File: src/rtl/ls244_bus_arbiter.sv
// ls244_bus_arbiter: dead-time bus arbiter driving two ls244 buffer group enables
//   clk    : system clock, all state changes on rising edge
//   reset  : synchronous active-high reset
//   req_a  : requester A (group 1, CPU side) wants the bus, level
//   req_b  : requester B (group 2, DMA side) wants the bus, level
//   gnt_a  : A owns the bus (registered decode)
//   gnt_b  : B owns the bus (registered decode)
//   g1_n   : active-low enable of buffer group 1, ~gnt_a
//   g2_n   : active-low enable of buffer group 2, ~gnt_b
//   busy   : arbiter not idle
module ls244_bus_arbiter #(
    parameter int unsigned TURN_CYC = 2,
    parameter int unsigned MAX_HOLD = 16
) (
    input  logic clk,
    input  logic reset,
    input  logic req_a,
    input  logic req_b,
    output logic gnt_a,
    output logic gnt_b,
    output logic g1_n,
    output logic g2_n,
    output logic busy
);
    typedef enum logic [1:0] {IDLE, OWN_A, OWN_B, TURN} state_t;
    localparam logic [7:0] TURN_LD = 8'(TURN_CYC - 1);
    localparam logic [7:0] HOLD_LIM = 8'(MAX_HOLD - 1);
    localparam logic PREEMPT = MAX_HOLD != 0;
    state_t state, state_nx, pick;
    logic [7:0] turn_cnt, turn_nx, hold_cnt, hold_nx;
    logic last, last_nx;
    // last = 1 means B released most recently, so A wins a tie
    assign pick = (req_a & req_b) ? (last ? OWN_A : OWN_B) :
                  req_a ? OWN_A : req_b ? OWN_B : IDLE;
    always_comb begin
        state_nx = state;
        turn_nx = turn_cnt;
        hold_nx = hold_cnt + 8'd1;
        last_nx = last;
        case (state)
            IDLE: state_nx = pick;
            OWN_A: if (!req_a || (PREEMPT && req_b && hold_cnt == HOLD_LIM)) begin
                state_nx = TURN;
                last_nx = 1'b0;
                turn_nx = TURN_LD;
            end
            OWN_B: if (!req_b || (PREEMPT && req_a && hold_cnt == HOLD_LIM)) begin
                state_nx = TURN;
                last_nx = 1'b1;
                turn_nx = TURN_LD;
            end
            default: begin
                turn_nx = turn_cnt - 8'd1;
                if (turn_cnt == 8'd0) state_nx = pick;
            end
        endcase
        // hold counter restarts on every ownership entry
        if (state_nx != state) hold_nx = 8'd0;
    end
    always_ff @(posedge clk) begin
        if (reset) begin
            state <= IDLE;
            turn_cnt <= 8'd0;
            hold_cnt <= 8'd0;
            last <= 1'b1;
        end else begin
            state <= state_nx;
            turn_cnt <= turn_nx;
            hold_cnt <= hold_nx;
            last <= last_nx;
        end
    end
    assign gnt_a = state == OWN_A;
    assign gnt_b = state == OWN_B;
    assign g1_n = ~gnt_a;
    assign g2_n = ~gnt_b;
    assign busy = state != IDLE;
endmodule

File: config.mk
export PLATFORM = sky130hd
export DESIGN_NAME = ls244_bus_arbiter
export DESIGN_NICKNAME = d
export VERILOG_FILES = /design/src/rtl/ls244_bus_arbiter.sv
export SDC_FILE = /design/constraint.sdc
export NUM_CORES = 1
export LEC_CHECK = 0
export BUFFER_PORTS_ARGS = -buffer_cell sky130_fd_sc_hd__buf_2
export CAP_MARGIN = 20
export CORE_MARGIN = 1.5
export CORE_UTILIZATION = 50
export CTS_CLUSTER_SIZE = 28
export DETAILED_ROUTE_END_ITERATION = 16
export PLACE_DENSITY = 0.68
export SLEW_MARGIN = 20
export SYNTH_ARGS = -nofsm -noshare
export SYNTH_HDL_FRONTEND = slang
export SYNTH_SLANG_ARGS = --single-unit
File: constraint.sdc
create_clock -name clk -period 3.6 [get_ports clk]
set_clock_uncertainty 0.1 [all_clocks]
set_input_delay 0.36 -clock clk [delete_from_list [all_inputs] [get_ports clk]]
set_output_delay 0.36 -clock clk [all_outputs]
set_load 0.1 [all_outputs]
[After elaboration in Yosys (flattened, before gate mapping)]
Cells that the tools add are included.
Operators by class
  add/subtract/negate cells: 2
  multipliers: 0
  divide/modulo/power cells: 0
  order comparisons: 0
  equal/unequal tests: 6
  shift-type cells: 0
  multiplexer cells: 14
  bitwise operators: 4
  reduce and logical (&&, ||, !) cells: 13
Operators by type and width (count)
  8-bit case mux with 3 select lines: 1
  8-bit two-way mux: 2
  2-bit two-way mux: 7
  8-bit by 1-bit adder with 8-bit output, second input constant: 1
  8-bit by 4-bit == test with 1-bit output, second input constant: 1
  8-bit zero test: 1
  8-bit by 1-bit subtractor with 8-bit output, second input constant: 1
  2-bit case mux with 3 select lines: 1
  3-bit AND reduction: 2
  2-bit by 1-bit inequality test with 1-bit output, second input constant: 2
  2-bit nonzero test: 2
  1-bit NOT: 3
  2-bit by 1-bit == test with 1-bit output, second input constant: 1
  2-bit == test, second input constant: 1
  1-bit logical AND: 2
  1-bit zero test: 2
  2-bit zero test: 1
  1-bit logical OR: 2
  1-bit two-way mux: 2
  2-bit inequality test: 1
  1-bit case mux with 2 select lines: 1
  2-bit OR reduction: 1
  1-bit bitwise AND: 1
Word-level totals
  register bits after elaboration: 19
  bits in latches: 0
  RAM bits: 0
  memory bits (read-only): 0
  output and inout port bits: 5
  logic and storage cells: 43
  memories: 0

[Logic depth before layout (Yosys ltp)]
  depth in word-level cells: 7
  gate-level depth with buffers: 7
  gate-level depth less buffers: 7

[Worst setup path after synthesis]
OpenSTA, ideal clock, no wires.
  path type: register to register
  start point: register state[0]
  end point: register hold_cnt[4]
  setup time: 0.155 ns
  data arrival time: 3.034 ns
  required time: 3.345 ns
  path slack: 0.311 ns
  cell stages (with the launch flop): 8
  path buffers: 0
  clock period less this slack: 3.289 ns
  cells stage by stage: dfxtp_1 -> inv_1 -> ha_1 -> inv_1 -> a21oi_1 -> and4bb_1 -> o31ai_4 -> nor4b_1
Between the ends
  word-level cells in the longest chain between the ends: 4
  elaborated cells between the ends (all ways): 9
Ends and longest elaborated chain
  start, declared: RTL line 29  | state_t state, state_nx, pick;
  start signal, assigned: RTL line 67  | state <= state_nx;
  2-bit == test
  named net gnt_b: RTL line 20  | output logic gnt_b,
  2-bit case mux with 3 select lines: RTL line 40  | case (state)
  2-bit inequality test: RTL line 58  | if (state_nx != state) hold_nx = 8'd0;
  2-bit OR reduction (no line)
  end signal, assigned: RTL line 69  | hold_cnt <= hold_nx;
  end, declared: RTL line 30  | logic [7:0] turn_cnt, turn_nx, hold_cnt, hold_nx;
The timed path passes the listed nets, and every way through them passes these cells.
A chain may end at the register's enable or synchronous reset.

[Worst setup path in the final report]
  start point: register state[1]
  end point: register hold_cnt[4]
Between the ends
  word-level cells in the longest chain between the ends: 4
  elaborated cells between the ends (all ways): 9
Ends and longest elaborated chain (RTL line)
  2-bit == test (tied with other cells): 40
  2-bit case mux with 3 select lines: 40
  2-bit inequality test *: 58
  2-bit OR reduction (no line) *
Mark *: on every way between the ends. The rest lies on a longest branch, timed or not.

==> results.ini <==
[hold_path]
worstHoldStart=reset
min_to=turn_cnt[4]$_SDFFE_PP0P_
hp-class=in -> reg
hold_path_depth=2

[final_layout]
drive_gt1_share_pct=14.9
n_antenna_cell=0
final_area_sq_um=1290
finalNonFillerCells=176
syn_to_final_growth_pct=7.30
fin_nets=159
fillers=212

[place]
place_area_sq_um=1260
dp_cells=172
io_buffers=8
dp_hpwl_mm=1.91
place_congestion=0.839

[floorplan]
die_area_sq_um=2700
pin_count=9
dieHeight_microns=52.0
die_x_microns=52.0
row_count=17
start_util_pct=53.7
coreArea_sq_um=2230

[clock_tree]
clkSlewWorstSetupHoldPaths_ns=0.10
tritoncts=built
clock-sinks=19
cts_resized=0
cts_htree_levels=1
root_buffer=clkbuf_4
post_cts_buffers=0
cts.path.max_buffers=2
hold_buffers=0
cts_buffers=3
clk_latency_ns=0.30

[yosys]
syn-num-nets=149
async_flop_share_pct=0
synth_edf_count=0
netlist.area_leader.share_pct=31.7
synth_warnings=0
synth-seq-cells=19
synth_cell_types=44
syn-cell-area_sq_um=1200
synth_cells=139
yosys.area.top_type=dfxtp_1
synthTopCellsByArea=dfxtp_1 (32%), ha_1 (6.3%), nand2_1 (4.1%)
yosysSeqAreaShare_pct=31.7
synth-main-ff-cell=dfxtp_1
syn_avg_cell_area_sq_um=8.63

[global_route]
grt_use_met2_pct=31.0
use_met1_pct=29.9
grt-ovfl-total=0
grt_max_degree=13
top_usage_layer=met2
grt_util_met3_pct=3.45
antenna_found_initial=0
first_global_vias=900
grt_pass1_wl_mm=4.21
grt_usage_pct=21.0

[setup_path]
crit_fanout=8
ff2ff_setup_slack_ns=1.25
reg2reg_depth=5
start_kind=register
regToRegEndpoint=hold_cnt[4]$_SDFF_PP0_
endpoint_kind=register
crit_path_max_incr_delay_ns=0.83
criticalPathCategory=reg -> reg
worstPathRequired_ns=3.66
r2r-start=state[1]$_SDFF_PP0_
cp_data_arrival_time_ns=2.41
path_depth=5
worst-path-buf-inv=1
crit_path_cell_trace=inv_1 > ha_1 > or2_2 > o311ai_1 > nor4b_1
cp_slowest_cell=o311ai_1
cpLargestDelayFamily=compound AO/OA/AOI/OAI gates

[timing]
hold_viol_final=0
hold_ws_ns=0.289
worst_pin_slew_ns=0.962
fin_crit_ns=2.35
timing.final.crit_share_pct=65.3
tns_ns=0
max_freq_ghz=0.425
rsz0062_at_grt=no
slew_viol_final=0
slew_headroom_pct=34.8
finalSetupViolCount=0

[route]
drc=0
drt_iter0_markers=35
wl_mm=2.58
ant_nets=0
dr.pass1.iters=6
vias_per_cell=5.97
wl_per_cell_microns=14.6
vias=1051

[status]
status=complete, no violations

[run]
max_cap_violations=0

[how the worst max path moves through the flow]
stage / end / from / slack [ns]
floorplan: hold_cnt[4]$_SDFF_PP0_ / state[0]$_SDFF_PP0_ / 0.31
global placement: hold_cnt[4]$_SDFF_PP0_ / state[1]$_SDFF_PP0_ / 1.27
detailed placement: hold_cnt[5]$_SDFF_PP0_ / state[1]$_SDFF_PP0_ / 1.28
CTS: hold_cnt[5]$_SDFF_PP0_ / state[1]$_SDFF_PP0_ / 1.27
global route: hold_cnt[1]$_SDFF_PP0_ / state[1]$_SDFF_PP0_ / 1.08
finish: hold_cnt[4]$_SDFF_PP0_ / state[1]$_SDFF_PP0_ / 1.25
[through the flow]
step / utilization, % / setup WS, ns
final: 57.6 / 1.25
after global routing: 57.6 / 1.08
after CTS: 57.6 / 1.27
after detailed placement: 56.5 / 1.28
after global placement: 56.5 / 1.27
after floorplan: - / 0.311
[per-layer routing]
layer  share of wire (%)  wire (microns)
met5                   0               0
met4                 1.5              39
met3                 4.2             107
met2                  46            1190
met1                  48            1240
[worst reg2reg max path: stages, from the launching register on]
cell and delay [ns]:
dfxtp_1 0.39, inv_1 0.15, ha_1 0.29, or2_2 0.34, o311ai_1 0.83, nor4b_1 0.11
[registers in the layout, indices dropped and copies added (netlist names)]
name	count
hold_cnt	8
last	1
state	2
turn_cnt	8
[layout by cell type (no fill, tap or decap), types with 2 or more instances in the layout]
master / count
o21a_1: 2
xnor2_1: 4
ha_1: 6
nand2_1: 13
nor2_1: 10
nand3_1: 4
and2_1: 2
nor4_4: 2
nor3_1: 9
buf_2: 8
o21ai_0: 2
a31oi_1: 3
inv_1: 10
and3_1: 2
nor4b_1: 2
o31ai_1: 3
nand4_1: 3
a32o_1: 3
nand2b_1: 3
a31o_2: 3
clkbuf_4: 3
a21oi_1: 4
nor4_1: 2
o21ai_1: 4
xor2_1: 3
dfxtp_1: 19
[area by class of cell]
| type | instances | area (sq um) | share of cell area, % |
|---|---|---|---|
| multi-input combinational | 107 | 768 | 59.7 |
| tap | 28 | 35.0 | 2.72 |
| clock buffer | 4 | 26.3 | 2.04 |
| inverter | 10 | 37.5 | 2.92 |
| sequential | 19 | 380 | 29.5 |
| timing repair buffer | 8 | 40.0 | 3.11 |
[cells in the mapped netlist (3+ instances only)]
master     n
o31ai_1    3
nand3_1    4
dfxtp_1   19
a31oi_1    3
a31o_2     3
nor2_1    10
nor3_1     9
inv_1     10
nand2_1   13
a21oi_1    4
xnor2_1    4
ha_1       6
nand2b_1   3
nand4_1    3
xor2_1     3
o21ai_1    4
a32o_1     3
[logic make-up (layout without fill, tap and decap cells)]
| family | Yosys count | after routing | synth area share [%] |
|---|---|---|---|
| adders and majority gates | 6 | 6 | 6.26 |
| DFF | 19 | 19 | 31.7 |
| AOI/OAI and AO/OA | 36 | 36 | 23.7 |
| buffers and inverters | 13 | 22 | 4.28 |
| xor gates and xnor gates | 7 | 7 | 5.11 |
| and+or+nand+nor | 58 | 58 | 29.0 |
Power is not shown: default switching activity piles up to over one toggle a cycle in this logic, so the estimate is an artifact.
